File: src/rtl/data_skew_feeder.sv
// Skews row vectors into a systolic array: lane r is delayed r+1 cycles so that
// element r of each vector reaches its row one cycle after element r-1.
module data_skew_feeder #(
  parameter int ROWS = 4,
  parameter int DW   = 32
) (
  input  logic                 i_clk,
  input  logic                 i_rstn,
  input  logic                 i_valid,
  output logic                 o_ready,
  input  logic [ROWS*DW-1:0]   i_vec,
  input  logic                 i_last,
  output logic [ROWS*DW-1:0]   o_row_data,
  output logic [ROWS-1:0]      o_row_valid,
  output logic                 o_busy,
  output logic                 o_done
);

  localparam int CW = $clog2(ROWS);

  typedef enum logic [1:0] {
    IDLE   = 2'd0,
    STREAM = 2'd1,
    DRAIN  = 2'd2
  } state_t;

  state_t          state_q, state_d;
  logic [CW-1:0]   cnt_q, cnt_d;
  logic            done_d;
  logic            xfer;

  assign o_ready = i_rstn && (state_q != DRAIN);
  assign xfer    = i_valid && o_ready;

  // NOTE: every always_comb output gets a default first, so no path can infer a latch.
  always_comb begin
    state_d = state_q;
    cnt_d   = cnt_q;
    done_d  = 1'b0;
    case (state_q)
      IDLE, STREAM: begin
        if (xfer) begin
          if (i_last) begin
            state_d = DRAIN;
            cnt_d   = CW'(ROWS - 1);
          end else begin
            state_d = STREAM;
          end
        end
      end
      DRAIN: begin
        cnt_d = cnt_q - CW'(1);
        // Leaving DRAIN is the edge at which the last element reaches lane ROWS-1.
        if (cnt_q == CW'(1)) begin
          state_d = IDLE;
          done_d  = 1'b1;
        end
      end
      default: state_d = IDLE;
    endcase
  end

  // NOTE: sequential state uses non-blocking assignments so all registers update together.
  always_ff @(posedge i_clk) begin
    if (!i_rstn) begin
      state_q <= IDLE;
      cnt_q   <= '0;
      o_done  <= 1'b0;
    end else begin
      state_q <= state_d;
      cnt_q   <= cnt_d;
      o_done  <= done_d;
    end
  end

  for (genvar r = 0; r < ROWS; r++) begin : g_lane
    logic [DW-1:0] d_q [0:r];
    logic          v_q [0:r];

    // NOTE: delay-line data is reset too, since a bubble must read as 0 and a reset must flush in-flight elements.
    always_ff @(posedge i_clk) begin
      if (!i_rstn) begin
        for (int i = 0; i <= r; i++) begin
          d_q[i] <= '0;
          v_q[i] <= 1'b0;
        end
      end else begin
        d_q[0] <= xfer ? i_vec[r*DW +: DW] : '0;
        v_q[0] <= xfer;
        for (int i = 1; i <= r; i++) begin
          d_q[i] <= d_q[i-1];
          v_q[i] <= v_q[i-1];
        end
      end
    end

    assign o_row_data[r*DW +: DW] = d_q[r];
    assign o_row_valid[r]         = v_q[r];
  end

  assign o_busy = (state_q != IDLE) || (|o_row_valid);

endmodule

File: config.mk
export PLATFORM = sky130hd
export DESIGN_NAME = data_skew_feeder
export DESIGN_NICKNAME = d
export VERILOG_FILES = /design/src/rtl/data_skew_feeder.sv
export SDC_FILE = /design/constraint.sdc
export NUM_CORES = 1
export LEC_CHECK = 0
export ABC_AREA = 0
export CORE_ASPECT_RATIO = 1.5
export CORE_MARGIN = 1
export CORE_UTILIZATION = 25
export CTS_CLUSTER_SIZE = 20
export DETAILED_ROUTE_END_ITERATION = 6
export PLACE_DENSITY = 0.53
export SLEW_MARGIN = 10
export SYNTH_ARGS = -nofsm -noshare
export SYNTH_HDL_FRONTEND = slang
export SYNTH_SLANG_ARGS = --single-unit
File: constraint.sdc
create_clock -name i_clk -period 2 [get_ports i_clk]
set_input_delay 0.5 -clock i_clk [delete_from_list [all_inputs] [get_ports i_clk]]
set_output_delay 0.5 -clock i_clk [all_outputs]
set_load 0.1 [all_outputs]
==> impl_metrics.json, run 1 <==
{
  "hp-class": "input pin to flop",
  "crit_slowest_cell": "dfxtp_1",
  "fill_cells": 3945,
  "cp.arrival_ps": 1410,
  "place.gp.congestion": 0.721,
  "timing.hold.ws_ps": 401,
  "synthSimpleGateAreaFrac_pct": 25.6,
  "crit_required_ps": 1500,
  "fmax_mhz": 523,
  "slew_viol_final": 0,
  "die_x_um": 167,
  "dieArea_um2": 41500,
  "p_int_mw": 10.8,
  "synthTopCellsByArea": "dfxtp_1 (66%), and4b_1 (13%), and2_1 (12%)",
  "combinationalPowerShare_pct": 9.3,
  "coreArea_um2": 40200,
  "synth_fa_ha_area_share_pct": 0.123,
  "vias": 5943,
  "cts_tree": "built",
  "p_seq_share_pct": 48.6,
  "io_pins": 267,
  "synth.avg_cell_area_um2": 12.5,
  "post-route-period-util_pct": 95.5,
  "finalSetupTns_ps": 0,
  "synth-main-ff-cell": "dfxtp_1",
  "netlist_area_um2": 10200,
  "clock_latency_ps": 510,
  "ys_warn_count": 0,
  "cp-start-kind": "flop",
  "synth_top_family_by_area": "simple AND/OR/NAND/NOR gates",
  "fp-row-count": 90,
  "placed_cells": 1461,
  "synth_most_common_cell": "dfxtp_1",
  "cts_made_buffers": 34,
  "cap_violations": 0,
  "final.setup.worst_slack_ps": 89.6,
  "netSwitchingFraction_pct": 23.8,
  "drive_above_1_share_pct": 19.9,
  "syn_nets": 946,
  "synth_largest_area_cell": "dfxtp_1",
  "synth_compound_area_share_pct": 0.406,
  "cp.buffers_inverters": 1,
  "slowest_delay_ps": 350,
  "postRouteAntennaNets": 0,
  "final_hold_viol_count": 0,
  "first_global_vias": 5797,
  "place.detailed.hpwl_um": 13700,
  "p_sw_mw": 3.37,
  "status": "complete, no violations",
  "portBuffers": 266,
  "clk_pin_slew_ps": 60,
  "initial_core_util_pct": 25.3,
  "hold_buffers": 0,
  "synth_top_area_share_pct": 65.6,
  "synth-edff-count": 0,
  "num-nets-final": 1125,
  "dp_slack_ps": 445,
  "cp_cell_sequence": "nor4_4, nand2_2, buf_12",
  "ys_async_sr_fraction_pct": 0,
  "worstPathMaxFanout": 2,
  "yosysSeqAreaShare_pct": 65.6,
  "stdcell_count": 1519,
  "setup.worst_path.end_class": "output port",
  "powerDensity_nw_per_um2": 1030,
  "cp_top_family": "simple AND/OR/NAND/NOR gates",
  "cts-root-buf": "clkbuf_16",
  "wl_per_cell_um": 14.1,
  "antenna_found_initial": 3,
  "finalWirelength_um": 21400,
  "p_clk_share_pct": 42.1,
  "max-vdd-ir-drop_v": 0.000517,
  "cts_htree_levels": 2,
  "drc": 0,
  "synth-seq-cells": 333,
  "drt_pass1_iterations": 4,
  "rsz0062_at_grt": "no",
  "grt_usage_pct": 10.2,
  "period_needed_ps": 1910,
  "area_delta_synth_final_pct": 35.1,
  "grt_max_degree": 181,
  "leakage_nw": 5.96,
  "synthMuxAreaShare_pct": 0,
  "maxSlewHeadroom_pct": 57.8,
  "worst-setup-path-type": "flop to output port",
  "worst-slew-pin-transition_ps": 633,
  "cts_sinks": 333,
  "via_per_inst": 3.91,
  "synth-xor-area-share_pct": 0.0862,
  "grt_pass1_wl_um": 32800,
  "finalSetupViolations": 0,
  "cts_buffer_depth": 3,
  "drt-initial-drc-count": 319,
  "skew_ps": 20.7,
  "synth.distinct_cells": 23,
  "grt_overflow": 0,
  "synthTopCellsByCount": "dfxtp_1 (333), and2_1 (197), and4b_1 (128)",
  "syn_inst": 813,
  "p_total_mw": 14.2,
  "dieHeight_um": 249
}
[logic make-up after synthesis]
kind of cell               Yosys count
xor gates and xnor gates             1
buffers and inverters              135
adders and majority gates            1
and+or+nand+nor                    338
AOI/OAI and AO/OA                    5
DFF                                333
[registers in the layout, summed over array words and instances (netlist names)]
name and count:
cnt_q 2, g_lane.d_q 320, g_lane.v_q 8, state_q 2, o_done 1
[stage by stage]
stage | area [um^2] | util, %
2_1_floorplan | 10200 | -
3_3_place_gp | 12700 | 31.5
3_5_place_dp | 12700 | 31.5
4_1_cts | 13700 | 34.1
5_1_grt | 13700 | 34.1
6_report | 13700 | 34.1
[path summary, 6_finish.rpt]
kind	to	from	cells after the start	slack, ps
worst max-delay path	o_busy	g_lane[0].v_q[0]	3	90
worst min-delay path	state_q[0]	i_valid	2	400
worst max register to register	g_lane[2].d_q[0][4]	state_q[1]	4	550
worst min register to register	g_lane[2].d_q[0][42]	g_lane[2].d_q[0][10]	1	410
[cell type report]
type,instances,area (um^2),area share (%)
Sequential cell,333,6670,48.6
Multi-Input combinational cell,345,2690,19.6
Timing Repair Buffer,276,2690,19.6
Clock buffer,47,951,6.93
Tap cell,506,633,4.61
Clock inverter,9,88.8,0.647
Inverter,2,7.51,0.0547
Antenna cell,1,2.50,0.0182
[power by group through the flow]
| stage | clock (mW) | sequential, mW | combinational [mW] |
|---|---|---|---|
| global route | 6.52 | 6.91 | 1.39 |
| finish | 5.98 | 6.90 | 1.32 |
| detailed placement | 0 | 7.04 | 1.33 |
| CTS | 6.26 | 6.89 | 1.34 |
| floorplan | 0 | 7.28 | 0.634 |
| global placement | 0 | 7.04 | 1.32 |
[worst reg2reg max path, stage by stage, from the launching register on]
cell and delay (ps):
dfxtp_2 390, nor2b_4 210, buf_4 160, buf_12 240, and4b_1 320
[repair_timing]
action | CTS | global route
resized for setup | 1 | 2
endpoints found under the setup margin | 2 | 2
buffers inserted | 1 | 0
pin swaps | 0 | 0
[cells in the final DEF (no fill, tap or decap)]
master and instances:
clkbuf_16 35, nor2_1 2, clkdlybuf4s50_1 129, bufinv_16 1, o311a_1 1, inv_6 2
clkbuf_8 3, nor2_4 1, a211oi_1 2, and4b_1 128, nor2b_4 1, nor3b_1 4
clkinv_4 1, clkinv_2 2, buf_12 23, or3b_2 1, clkinvlp_4 3, nand2_2 1
nor4_4 1, buf_6 1, and3_1 1, and3b_1 1, inv_1 2, ha_1 1
diode_2 1, clkbuf_1 9, and2_1 197, dfxtp_2 2, o21a_1 1, dfxtp_1 331
buf_4 123, a2111oi_0 1, xor2_1 1
[routing by layer]
metal,vias to the layer above,GRT usage [%],wire length [um]
li1,2985,-,-
met2,147,18.9,11200
met1,2746,10.2,8110
met3,61,2.83,1220
met5,-,0,22
met4,4,5.90,922
Power figures use the tool's default switching activity.
==> run 2, diff against run 1 <==
Settings changed: CELL_PAD_IN_SITES_DETAIL_PLACEMENT set to 0, CELL_PAD_IN_SITES_GLOBAL_PLACEMENT set to 1, PLACE_DENSITY 0.53 to 0.62.
==> run 2 against run 1 <==
Final area up 1.5%. Sequential share of layout area decreased by 0.72 points. Cell count up 0.13%. Largest power group unchanged. Register-to-register slack worse by 170 ps. Combinational power about the same. Maximum frequency decreased by 1.1%. First-iteration DRC count down 13%.
==> impl_metrics.json, run 2 (synthesis results as in run 1) <==
{
  "worst-slew-pin-transition_ps": 605,
  "setup.worst_path.end_class": "output port",
  "fp-row-count": 90,
  "vias": 5843,
  "num_antenna_cells": 0,
  "dp_slack_ps": 405,
  "cts_buffer_depth": 3,
  "worstReg2RegStart": "state_q[1]",
  "p_clk_share_pct": 45.4,
  "place.detailed.hpwl_um": 13900,
  "min_to": "g_lane[3].v_q[3]",
  "r2r_end": "g_lane[3].d_q[0][19]",
  "cts-root-buf": "clkbuf_16",
  "cts_sinks": 333,
  "wl_met1_um": 8530,
  "final_hold_viol_count": 0,
  "p_seq_share_pct": 45.8,
  "final_common_cell": "dfxtp_1",
  "slew_viol_final": 0,
  "largest_reg_flops": 320,
  "wl_per_cell_um": 14.5,
  "io_pins": 267,
  "highest_layer": "met5",
  "finalSetupTns_ps": 0,
  "num-nets-final": 1126,
  "rsz0062_at_grt": "no",
  "r2r_cells": 5,
  "maxSlewHeadroom_pct": 59.7,
  "holdPathStages": 1,
  "slowest_delay_ps": 350,
  "hp-class": "flop to flop",
  "area_delta_synth_final_pct": 37.1,
  "drive_above_1_share_pct": 20.7,
  "dieHeight_um": 249,
  "finalWirelength_um": 22000,
  "p_int_mw": 11.6,
  "top_regs": "g_lane.d_q (320), g_lane.v_q (8)",
  "grt_overflow": 0,
  "reg2reg_slack_ps": 380,
  "finalSetupViolations": 0,
  "layout_common_cells": "dfxtp_1 (331), and2_1 (197), clkdlybuf4s50_1 (129)",
  "worstPathMaxFanout": 2,
  "crit_slowest_cell": "dfxtp_2",
  "postRouteAntennaNets": 0,
  "worst-setup-path-type": "flop to output port",
  "cts_htree_levels": 2,
  "hold_buffers": 0,
  "placed_cells": 1461,
  "grt_usage_pct": 10.5,
  "coreArea_um2": 40200,
  "drt_pass1_iterations": 4,
  "place.gp.congestion": 0.739,
  "cp-start-kind": "flop",
  "die_x_um": 167,
  "antenna_found_initial": 2,
  "wl_met3_um": 1170,
  "clk_pin_slew_ps": 60,
  "cp_top_family": "simple AND/OR/NAND/NOR gates",
  "drt-initial-drc-count": 276,
  "crit_required_ps": 1500,
  "first_global_vias": 5773,
  "skew_ps": 12.4,
  "grt_max_degree": 171,
  "stdcell_count": 1521,
  "via_per_inst": 3.84,
  "drc": 0,
  "cp.arrival_ps": 1430,
  "cp_cell_sequence": "nor4_4, nand2_2, buf_12",
  "cp.buffers_inverters": 1,
  "fmax_mhz": 518,
  "period_needed_ps": 1930,
  "cts_made_buffers": 34,
  "fill_cells": 3967,
  "met2_length_um": 11500,
  "final.setup.worst_slack_ps": 68.8,
  "clock_latency_ps": 510,
  "dieArea_um2": 41500,
  "status": "complete, no violations",
  "largest_register": "g_lane.d_q",
  "netSwitchingFraction_pct": 23.0,
  "portBuffers": 266,
  "leakage_nw": 6.06,
  "timing.hold.ws_ps": 419,
  "p_total_mw": 15.0,
  "initial_core_util_pct": 25.3,
  "post-route-period-util_pct": 96.6,
  "max-vdd-ir-drop_v": 0.000656,
  "combinationalPowerShare_pct": 8.8,
  "hp-start": "g_lane[3].v_q[2]",
  "cts_tree": "built",
  "powerDensity_nw_per_um2": 1080,
  "grt_pass1_wl_um": 33700,
  "cap_violations": 0,
  "p_sw_mw": 3.46
}
run 2: cell count changes in the layout (fill, tap and decap cells not counted), moves of 2 or more:
| cell | before | now |
|---|---|---|
| clkbuf_8 | 3 | 6 |
| clkbuf_16 | 35 | 37 |
| clkbuf_1 | 9 | 3 |
| buf_12 | 23 | 25 |
| bufinv_16 | 1 | 5 |
run 2: worst max-delay path by stage:
| stage | start | end | slack (ps) | cells after the start |
|---|---|---|---|---|
| 2_1_floorplan | i_rstn | o_ready | 230 | 3 |
| 3_3_place_gp | i_last | cnt_q[1] | 440 | 3 |
| 3_5_place_dp | i_last | state_q[0] | 400 | 2 |
| 4_1_cts | g_lane[0].v_q[0] | o_busy | 20 | 3 |
| 5_1_grt | g_lane[0].v_q[0] | o_busy | 9 | 3 |
| 6_report | g_lane[2].v_q[0][2] | o_busy | 70 | 3 |
run 2: routing by layer:
metal | track usage (%) | vias up
li1 | - | 2985
met1 | 11.0 | 2667
met2 | 19.2 | 140
met3 | 3.05 | 49
met4 | 5.05 | 2
met5 | 0 | -
run 2: power by group through the flow:
stage / Sequential [mW] / Combinational (mW) / Clock [mW]
2_1_floorplan: 7.28 / 0.634 / 0
3_3_place_gp: 7.04 / 1.33 / 0
3_5_place_dp: 7.04 / 1.34 / 0
4_1_cts: 6.89 / 1.35 / 7.11
5_1_grt: 6.91 / 1.40 / 7.36
6_report: 6.89 / 1.33 / 6.82
run 2: per-stage QoR:
stage / utilization, % / area, um^2
final: 34.7 / 13900
after floorplan: - / 10200
after global placement: 31.6 / 12700
after detailed placement: 31.6 / 12700
after global routing: 34.7 / 13900
after CTS: 34.6 / 13900
run 2: area by class of cell:
| class | instances | area, um^2 | area share (%) |
|---|---|---|---|
| clock inverters | 12 | 196 | 1.41 |
| inverters | 2 | 7.51 | 0.0539 |
| well taps | 506 | 633 | 4.54 |
| multi-input cells | 345 | 2690 | 19.3 |
| flip-flops and latches | 333 | 6670 | 47.9 |
| repair buffers | 277 | 2720 | 19.5 |
| clock buffers | 46 | 1020 | 7.32 |
run 2: repair_timing:
action / 4_1_cts / 5_1_grt
endpoints found under the hold margin: 0 / 0
setup endpoints to repair: 2 / 1
gates resized for setup: 3 / 0
setup buffers: 1 / 1
==> run 3, diff against run 2 <==
Settings changed: DONT_BUFFER_PORTS set to 1, PLACE_DENSITY 0.62 to 0.51.
==> run 3 against run 2 <==
Worst hold slack got worse by 310 ps. First-iteration DRC count increased by 2.2%. Cell count decreased by 8.7%. Total power decreased by 4.5%. Count of clock-buffer cells in the layout increased by 1. Routed wire length decreased by 8.3%. Core utilization decreased by 4.2 points. Sequential power about the same. Critical path type unchanged. Largest cell class unchanged. Highest routed layer is now met4.
==> impl_metrics.json, run 3 (synthesis results as in run 1) <==
{
  "cts-root-buf": "clkbuf_16",
  "grt_pass1_wl_um": 31300,
  "r2r_cells": 4,
  "wl_per_cell_um": 14.5,
  "drt_pass1_iterations": 4,
  "portBuffers": 0,
  "fill_cells": 4045,
  "crit_slowest_cell": "dfxtp_2",
  "worst-path-stages": 3,
  "slew_viol_final": 0,
  "finalSetupTns_ps": 0,
  "hp-class": "input pin to flop",
  "drive_above_1_share_pct": 23.1,
  "num-nets-final": 989,
  "dp_slack_ps": 420,
  "antenna_found_initial": 1,
  "crit_required_ps": 1500,
  "skew_ps": 13.0,
  "max-vdd-ir-drop_v": 0.000684,
  "rsz0062_at_grt": "no",
  "cts_htree_levels": 2,
  "worst-setup-path-type": "flop to output port",
  "fmax_mhz": 523,
  "fp-row-count": 90,
  "setup.worst_path.end_class": "output port",
  "place.gp.congestion": 0.706,
  "coreArea_um2": 40200,
  "die_x_um": 167,
  "final_hold_viol_count": 0,
  "place.detailed.hpwl_um": 12200,
  "clock_latency_ps": 510,
  "cp.buffers_inverters": 1,
  "grt_usage_pct": 9.66,
  "drt-initial-drc-count": 282,
  "finalSetupViolations": 0,
  "leakage_nw": 5.42,
  "first_global_vias": 5350,
  "clk_pin_slew_ps": 60,
  "final_common_cell": "dfxtp_1",
  "cts_sinks": 333,
  "worst-slew-pin-transition_ps": 421,
  "postRouteAntennaNets": 0,
  "crit_start": "g_lane[2].v_q[0][2]",
  "final.setup.worst_slack_ps": 89.2,
  "post-route-period-util_pct": 95.5,
  "grt_overflow": 0,
  "cts_tree": "built",
  "area_delta_synth_final_pct": 20.6,
  "reg2reg_slack_ps": 490,
  "cp-start-kind": "flop",
  "final_util_pct": 30.5,
  "powerDensity_nw_per_um2": 1170,
  "io_pins": 267,
  "via_per_inst": 3.91,
  "dieHeight_um": 249,
  "crit_path_end": "o_busy",
  "finalWirelength_um": 20200,
  "dieArea_um2": 41500,
  "maxSlewHeadroom_pct": 72.0,
  "layout_common_cells": "dfxtp_1 (331), and2_1 (197), buf_4 (136)",
  "worstPathMaxFanout": 2,
  "cap_violations": 0,
  "grt_max_degree": 330,
  "worstReg2RegStart": "state_q[1]",
  "cp.arrival_ps": 1410,
  "hold_buffers": 0,
  "top_regs": "g_lane.d_q (320), g_lane.v_q (8)",
  "cts_buffer_depth": 3,
  "largest_reg_flops": 320,
  "largest_register": "g_lane.d_q",
  "slowest_delay_ps": 330,
  "drc": 0,
  "cp_top_family": "simple AND/OR/NAND/NOR gates",
  "period_needed_ps": 1910,
  "status": "complete, no violations",
  "cp_cell_sequence": "nor4_4, nand2_2, buf_12",
  "vias": 5428,
  "initial_core_util_pct": 25.3,
  "r2r_end": "g_lane[3].d_q[0][16]",
  "cts_made_buffers": 35
}
-- run 3: cell count changes in the layout (fill, tap and decap cells not counted), sizes merged --
cell / delta
buf: -9
bufinv: -2
clkbuf: +1
clkdlybuf4s50: -129
clkinv: +4
clkinvlp: +1
diode: +2
inv: -1
-- run 3: timing repair --
| item | in CTS | in global routing |
|---|---|---|
| setup endpoints to repair | 2 | 2 |
| buffers inserted | 1 | 0 |
| resized for setup | 1 | 3 |
-- run 3: final cells by class --
class	count	area, um^2	share of cell area, %
Sequential cell	333	6670	54.4
Multi-Input combinational cell	345	2690	21.9
Timing Repair Buffer	139	1070	8.75
Clock buffer	47	1020	8.35
Tap cell	506	633	5.16
Clock inverter	14	159	1.30
Inverter	2	7.51	0.0612
Antenna cell	2	5.00	0.0408
-- run 3: routing by layer --
metal / share of wire, % / wire [um] / GRT usage [%] / vias up
li1: - / - / - / 2708
met1: 38 / 7570 / 9.79 / 2529
met2: 53 / 10800 / 17.9 / 155
met3: 6.1 / 1230 / 2.94 / 36
met4: 3.0 / 596 / 4.47 / 0
met5: 0 / 0 / 0 / -
-- run 3: worst min path at each step --
stage / endpoint / from / cells after the start / slack, ps
final: state_q[0] / i_last / 1 / 100
after global routing: state_q[0] / i_last / 1 / 80
after CTS: state_q[0] / i_last / 1 / 70
after detailed placement: g_lane[2].d_q[0][50] / g_lane[2].d_q[0][18] / 1 / 420
after global placement: g_lane[2].d_q[0][86] / g_lane[2].d_q[0][54] / 1 / 410
after floorplan: g_lane[1].d_q[0][32] / g_lane[1].d_q[0][0] / 1 / 410
-- run 3: power breakdown --
| group | switching (mW) | leakage, nW | internal, mW | total, mW |
|---|---|---|---|---|
| sequential | 0.0510 | 2.71 | 6.84 | 6.89 |
| clock | 2.59 | 0.574 | 3.98 | 6.57 |
| combinational | 0.652 | 2.14 | 0.259 | 0.911 |
| total | 3.29 | 5.42 | 11.1 | 14.4 |
-- run 3: worst register-to-register path, stage by stage, from the launching register on --
cell	delay, ps
dfxtp_2	390
nor2b_4	200
buf_4	160
buf_4	360
and4b_1	290
-- run 3: metrics by stage --
stage / total power, mW / instances / area [um^2] / hold slack [ps]
CTS: 14.7 / 1386 / 12200 / 73.2
global route: 15.0 / 1387 / 12300 / 77.5
finish: 14.4 / 1388 / 12300 / 105
global placement: 7.94 / 1324 / 11000 / 414
detailed placement: 7.95 / 1324 / 11000 / 417
floorplan: 7.91 / 813 / 10200 / 412
